## src/rtl/coord_mem_arbiter.sv

```systemverilog
// rtl/coord_mem_arbiter.sv - round-robin arbiter sharing the x/y coordinate RAM pair
// Optional owner lock feature: define COORD_ARB_LOCK_EN.
module coord_mem_arbiter #(
  parameter int NUM_REQ = 3,
  parameter int ADDR_W  = 8,
  parameter int DATA_W  = 8
) (
  input  logic                        clk,
  input  logic                        reset,
  input  logic [NUM_REQ-1:0]          req,
  input  logic [NUM_REQ-1:0]          we,
  input  logic [NUM_REQ*ADDR_W-1:0]   addr,
  input  logic [NUM_REQ*DATA_W-1:0]   wdata_x,
  input  logic [NUM_REQ*DATA_W-1:0]   wdata_y,
`ifdef COORD_ARB_LOCK_EN
  input  logic [NUM_REQ-1:0]          lock,
`endif
  output logic [NUM_REQ-1:0]          gnt,
  output logic [NUM_REQ-1:0]          rvalid,
  output logic [DATA_W-1:0]           rdata_x,
  output logic [DATA_W-1:0]           rdata_y,
  output logic                        busy,
  output logic [ADDR_W-1:0]           mem_addr,
  output logic                        mem_wren,
  output logic [DATA_W-1:0]           mem_x_d,
  output logic [DATA_W-1:0]           mem_y_d,
  input  logic [DATA_W-1:0]           mem_x_q,
  input  logic [DATA_W-1:0]           mem_y_q
);

  localparam int OW = (NUM_REQ > 2) ? 2 : 1;

  typedef enum logic [1:0] {
    S_IDLE    = 2'd0,
    S_ISSUE   = 2'd1,
    S_RD_WAIT = 2'd2,
    S_RD_RESP = 2'd3
  } state_t;

  state_t             r_state;
  logic [OW-1:0]      r_owner;
  logic [OW-1:0]      r_last_owner;
  logic               r_we;
`ifdef COORD_ARB_LOCK_EN
  logic               r_lock_armed;
`endif

  logic               w_win_found;
  logic [OW-1:0]      w_win;
  logic [NUM_REQ-1:0] w_win_oh;
  logic [NUM_REQ-1:0] w_owner_oh;

  // Search begins one past the previous winner so every requester gets a turn.
  always_comb begin
    w_win_found = 1'b0;
    w_win       = '0;
    for (int k = 1; k <= NUM_REQ; k++) begin
      if (!w_win_found && req[(int'(r_last_owner) + k) % NUM_REQ]) begin
        w_win_found = 1'b1;
        w_win       = OW'((int'(r_last_owner) + k) % NUM_REQ);
      end
    end
`ifdef COORD_ARB_LOCK_EN
    if (r_lock_armed && lock[r_last_owner] && req[r_last_owner]) begin
      w_win = r_last_owner;
    end
`endif
  end

  always_comb begin
    w_win_oh   = '0;
    w_owner_oh = '0;
    w_win_oh[w_win]     = 1'b1;
    w_owner_oh[r_owner] = 1'b1;
  end

  always_ff @(posedge clk or posedge reset) begin
    if (reset) begin
      r_state      <= S_IDLE;
      r_owner      <= '0;
      r_last_owner <= OW'(NUM_REQ - 1);
      r_we         <= 1'b0;
`ifdef COORD_ARB_LOCK_EN
      r_lock_armed <= 1'b0;
`endif
      gnt          <= '0;
      rvalid       <= '0;
      busy         <= 1'b0;
      mem_wren     <= 1'b0;
      mem_addr     <= '0;
      mem_x_d      <= '0;
      mem_y_d      <= '0;
      rdata_x      <= '0;
      rdata_y      <= '0;
    end else begin
      gnt      <= '0;
      rvalid   <= '0;
      mem_wren <= 1'b0;
      case (r_state)
        S_IDLE: begin
          if (w_win_found) begin
            r_state      <= S_ISSUE;
            r_owner      <= w_win;
            r_last_owner <= w_win;
            r_we         <= we[w_win];
`ifdef COORD_ARB_LOCK_EN
            r_lock_armed <= 1'b1;
`endif
            gnt          <= w_win_oh;
            busy         <= 1'b1;
            mem_wren     <= we[w_win];
            mem_addr     <= addr[w_win*ADDR_W +: ADDR_W];
            mem_x_d      <= wdata_x[w_win*DATA_W +: DATA_W];
            mem_y_d      <= wdata_y[w_win*DATA_W +: DATA_W];
          end
        end
        S_ISSUE: begin
          if (r_we) begin
            r_state <= S_IDLE;
            busy    <= 1'b0;
          end else begin
            r_state <= S_RD_WAIT;
          end
        end
        // RAM output is valid now, one cycle after the address was presented.
        S_RD_WAIT: begin
          r_state <= S_RD_RESP;
          rdata_x <= mem_x_q;
          rdata_y <= mem_y_q;
          rvalid  <= w_owner_oh;
        end
        S_RD_RESP: begin
          r_state <= S_IDLE;
          busy    <= 1'b0;
        end
        default: begin
          r_state <= S_IDLE;
          busy    <= 1'b0;
        end
      endcase
    end
  end

endmodule

```

## config.mk

```make
export PLATFORM = sky130hd
export DESIGN_NAME = coord_mem_arbiter
export DESIGN_NICKNAME = d
export VERILOG_FILES = /design/src/rtl/coord_mem_arbiter.sv
export SDC_FILE = /design/constraint.sdc
export NUM_CORES = 1
export LEC_CHECK = 0
export ABC_AREA = 1
export CORE_MARGIN = 2
export CORE_UTILIZATION = 37
export DETAILED_ROUTE_END_ITERATION = 16
export PLACE_DENSITY = 0.77
export SYNTH_ARGS = -nofsm -noshare
export SYNTH_HDL_FRONTEND = slang
export SYNTH_SLANG_ARGS = --single-unit
```

## constraint.sdc

```tcl
create_clock -name clk -period 2.1 [get_ports clk]
set_clock_uncertainty 0.2 [all_clocks]
set_input_delay 0.21 -clock clk [delete_from_list [all_inputs] [get_ports clk]]
set_output_delay 0.21 -clock clk [all_outputs]
set_load 0.005 [all_outputs]
```

==> flow_metrics.env <==
export IMPL_first_iter_violations=168
export IMPL_route_met3_wl_mm=1.02
export IMPL_clkPwrFrac=0.064
export IMPL_cts_tree="yes"
export IMPL_yosys_warnings=0
export IMPL_synthToLayoutAreaGrowth_pct=93.2
export IMPL_effective_utilization_at_floorplan=0.382
export IMPL_syn_mean_instance_area_um2=8.10
export IMPL_cap_violations=0
export IMPL_timing_critical_path_arrival_ns=2.37
export IMPL_timing_rr_start="r_last_owner[1]$_DFFE_PP1P_"
export IMPL_clock_tree_root_cell="sky130_fd_sc_hd__clkbuf_8"
export IMPL_die_area_um2=8700
export IMPL_report_final_slew_viol_count=0
export IMPL_htree_levels=2
export IMPL_cts_sinks=54
export IMPL_postRouteWirelength_mm=11.8
export IMPL_drcViolationCount=0
export IMPL_pwr_share_seq=0.195
export IMPL_setup_worst_path_start="r_last_owner[1]$_DFFE_PP1P_"
export IMPL_power_combinational_fraction=0.741
export IMPL_fillers=521
export IMPL_max_clock_path_buffers=2
export IMPL_buffer_ports_inserted=143
export IMPL_max_stage_delay_ns=0.58
export IMPL_mappedNetlistNets=464
export IMPL_synth_lib_cells_used_distinct=27
export IMPL_max_clock_freq_ghz=0.422
export IMPL_floorplan_rows=32
export IMPL_run_status="complete, but fails checks"
export IMPL_final_min_period_over_clock_period=1.13
export IMPL_design_final_nets=655
export IMPL_setup_total_negative_slack_ns=-6.43
export IMPL_start_kind="flop"
export IMPL_grt_antenna_before_repair=0
export IMPL_violations="negative setup slack"
export IMPL_post_synth_top_area_fraction=0.450
export IMPL_switching_share=0.434
export IMPL_die_y_um=93.3
export IMPL_setup_repair_after_global_routing_missed_its_margin="yes"
export IMPL_hp_start="wdata_y[22]"
export IMPL_max_vdd_ir_drop_v=0.000763
export IMPL_grt_overflow_total=0
export IMPL_routed_wire_length_per_instance_um=17.9
export IMPL_synth_top_area_cell="sky130_fd_sc_hd__dfrtp_1"
export IMPL_fp_dieW_um=93.3
export IMPL_dr_wl_met2_mm=6.08
export IMPL_routedLengthMet1_mm=4.28
export IMPL_drt_antenna_violating_nets=0
export IMPL_power_per_cell_area_nw_per_um2=1660
export IMPL_p_leak_nw=2.68
export IMPL_synthTopCellsByArea="sky130_fd_sc_hd__dfrtp_1, sky130_fd_sc_hd__nand3_1, sky130_fd_sc_hd__nand2_1, sky130_fd_sc_hd__inv_1, sky130_fd_sc_hd__mux2_2"
export IMPL_critical_path_class="flop to flop"
export IMPL_global_routing_usage_summed_across_all_routing_layers=0.233
export IMPL_design_power_mw=9.45
export IMPL_timing_critical_path_mode_cell="sky130_fd_sc_hd__nand3_2"
export IMPL_core_area_um2=7730
export IMPL_p_int_mw=5.36
export IMPL_cell_count_after_synthesis=364
export IMPL_finalWorstSetupSlack_ns=-0.269
export IMPL_final_period_minus_worst_setup_slack_ns=2.37
export IMPL_postSynthRegisterBits=54
export IMPL_worst_path_max_fanout=8
export IMPL_grt_start_max_net_pins=27
export IMPL_clkSlewWorstSetupHoldPaths_ns=0.10
export IMPL_drtPass1Iterations=4
export IMPL_path_cells="ha_4, buf_6, nand2_2, nand3_2, nand2_4, buf_6, nand3_4, nand3_4, buf_12, buf_12, nand3_2, nand3_2, nand3_2"
export IMPL_insertedDiodeCount=0
export IMPL_crit_path_capture_type="flop"
export IMPL_p_sw_mw=4.10
export IMPL_worst_tran_pin_value_ns=0.424
export IMPL_layout_drive_gt1_share=0.329
export IMPL_grt_pass1_vias=3268
export IMPL_route_detailed_vias_per_inst=5.15
export IMPL_critPathSlowestCell="sky130_fd_sc_hd__dfstp_2"
export IMPL_dp_final_hpwl_mm=6.38
export IMPL_global_route_wire_length_before_repair_mm=15.8
export IMPL_finalWeightedCongestion=0.917
export IMPL_tritoncts_num_buffers=5
export IMPL_netlist_area_um2=2950
export IMPL_detailroute_via_count=3391
export IMPL_pin_count=144
export IMPL_synth_sequential_area_ratio=0.459
export IMPL_setup_violations_final=32
export IMPL_worst_endpoint_required_ns=2.10
export IMPL_highest_layer="met4"
export IMPL_max_slew_margin_rel=0.716
export IMPL_clock_insertion_delay_worst_skew_ns=0.31
export IMPL_hold_path_class="input pin to flop"
export IMPL_hold_viol=0
cells by family after synthesis:
kind of cell	synth area share
flops	0.459
compound gates	0.0174
buf+inv	0.121
simple gates	0.325
mux	0.0611
fa+ha+maj	0.0170
registers in the layout, summed over array words and instances, names as in the netlist, named ones only:
signal,flops
busy,1
gnt,3
r_owner,2
r_state,1
r_we,1
mem_x_d,8
rdata_x,8
mem_wren,1
mem_addr,8
rdata_y,8
r_last_owner,1
rvalid,3
mem_y_d,8
worst max-delay path: cells and delay by family (launching register included):
family        cells  cell delay [ns]
fa+ha+maj         1             0.23
simple gates      8             0.67
flops             1             0.58
buf+inv           4             0.56
power by group through the flow:
stage | Combinational [mW] | Clock [mW] | Sequential, mW
finish | 7.01 | 0.605 | 1.84
global route | 7.44 | 0.659 | 1.89
CTS | 5.74 | 0.609 | 1.83
detailed placement | 4.26 | 0 | 1.84
global placement | 4.15 | 0 | 1.83
floorplan | 2.37 | 0 | 1.85
cells in the final DEF, fill, tap and decap left out, types with 7 or more instances in the layout:
master                            instances
sky130_fd_sc_hd__dfrtp_1                 53
sky130_fd_sc_hd__nand3_2                 58
sky130_fd_sc_hd__nand3_1                 24
sky130_fd_sc_hd__clkdlybuf4s50_1        143
sky130_fd_sc_hd__inv_1                   54
sky130_fd_sc_hd__buf_4                   28
sky130_fd_sc_hd__inv_2                    7
sky130_fd_sc_hd__buf_12                   9
sky130_fd_sc_hd__buf_6                    7
sky130_fd_sc_hd__mux2_2                  16
sky130_fd_sc_hd__nand2_1                 85
sky130_fd_sc_hd__nand2_2                 10
per-stage QoR:
| stage | area (um2) | util | setup WS (ns) | hold slack [ns] | instances |
|---|---|---|---|---|---|
| after CTS | 5230 | 0.677 | -0.111 | 0.251 | 650 |
| after detailed placement | 4650 | 0.602 | -0.375 | 0.265 | 618 |
| final | 5700 | 0.737 | -0.269 | 0.248 | 658 |
| after global routing | 5700 | 0.737 | -0.381 | 0.276 | 658 |
| after global placement | 4650 | 0.602 | -0.299 | 0.268 | 618 |
| after floorplan | 2970 | - | 0.00234 | 0.143 | 364 |
cell type report:
class | count | area [um2] | share of cell area
clock inverter | 3 | 25.0 | 0.00439
timing repair inverter | 1 | 11.3 | 0.00198
sequential | 54 | 1350 | 0.237
tap | 102 | 128 | 0.0224
clock buffer | 5 | 68.8 | 0.0121
multi-input combinational | 233 | 1770 | 0.311
inverter | 65 | 264 | 0.0463
timing repair buffer | 195 | 2080 | 0.365
what timing repair did:
action,4_1_cts,5_1_grt
setup buffers,16,4
hold buffers,1,0
cloned,7,4
pin swaps,20,35
endpoints found under the setup margin,33,33
gates resized for setup,41,77
hold endpoints to repair,1,0
worst paths after layout:
| kind | endpoint | slack (ns) | depth (start not counted) |
|---|---|---|---|
| max in group asynchronous | rdata_x[7]$_DFFE_PP0P_ | 0.61 | 4 |
| hold / removal | mem_y_d[6]$_DFFE_PP0P_ | 0.25 | 3 |
| min in group asynchronous | r_we$_DFFE_PP0P_ | 0.54 | 3 |
| hold reg to reg | mem_y_d[4]$_DFFE_PP0P_ | 0.30 | 2 |
| setup reg to reg | mem_addr[2]$_DFFE_PP0P_ | -0.27 | 13 |
| setup / recovery | mem_addr[2]$_DFFE_PP0P_ | -0.27 | 13 |
cells in the mapped netlist:
library cell	n
sky130_fd_sc_hd__nand2_4	2
sky130_fd_sc_hd__inv_2	4
sky130_fd_sc_hd__buf_6	5
sky130_fd_sc_hd__ha_1	4
sky130_fd_sc_hd__dfstp_2	1
sky130_fd_sc_hd__nand2_2	6
sky130_fd_sc_hd__inv_1	59
sky130_fd_sc_hd__clkbuf_1	4
sky130_fd_sc_hd__o21ai_0	4
sky130_fd_sc_hd__nand4_4	1
sky130_fd_sc_hd__nor2_1	5
sky130_fd_sc_hd__o21bai_1	1
sky130_fd_sc_hd__inv_4	2
sky130_fd_sc_hd__o21ai_2	2
sky130_fd_sc_hd__a31oi_1	1
sky130_fd_sc_hd__nor2_4	1
sky130_fd_sc_hd__nand3_4	1
sky130_fd_sc_hd__nand3_1	83
sky130_fd_sc_hd__dfrtp_1	53
sky130_fd_sc_hd__buf_4	1
sky130_fd_sc_hd__nand2_1	93
sky130_fd_sc_hd__buf_2	6
sky130_fd_sc_hd__nand4_2	1
sky130_fd_sc_hd__nand3_2	2
sky130_fd_sc_hd__nand4_1	1
sky130_fd_sc_hd__nor3_1	5
sky130_fd_sc_hd__mux2_2	16
per-layer routing:
| metal | track usage | vias to the layer above |
|---|---|---|
| li1 | - | 1538 |
| met2 | 0.418 | 184 |
| met3 | 0.0508 | 37 |
| met5 | 0 | - |
| met1 | 0.277 | 1632 |
| met4 | 0.0723 | 0 |
Note: power is estimated with default switching activity, not from simulation.
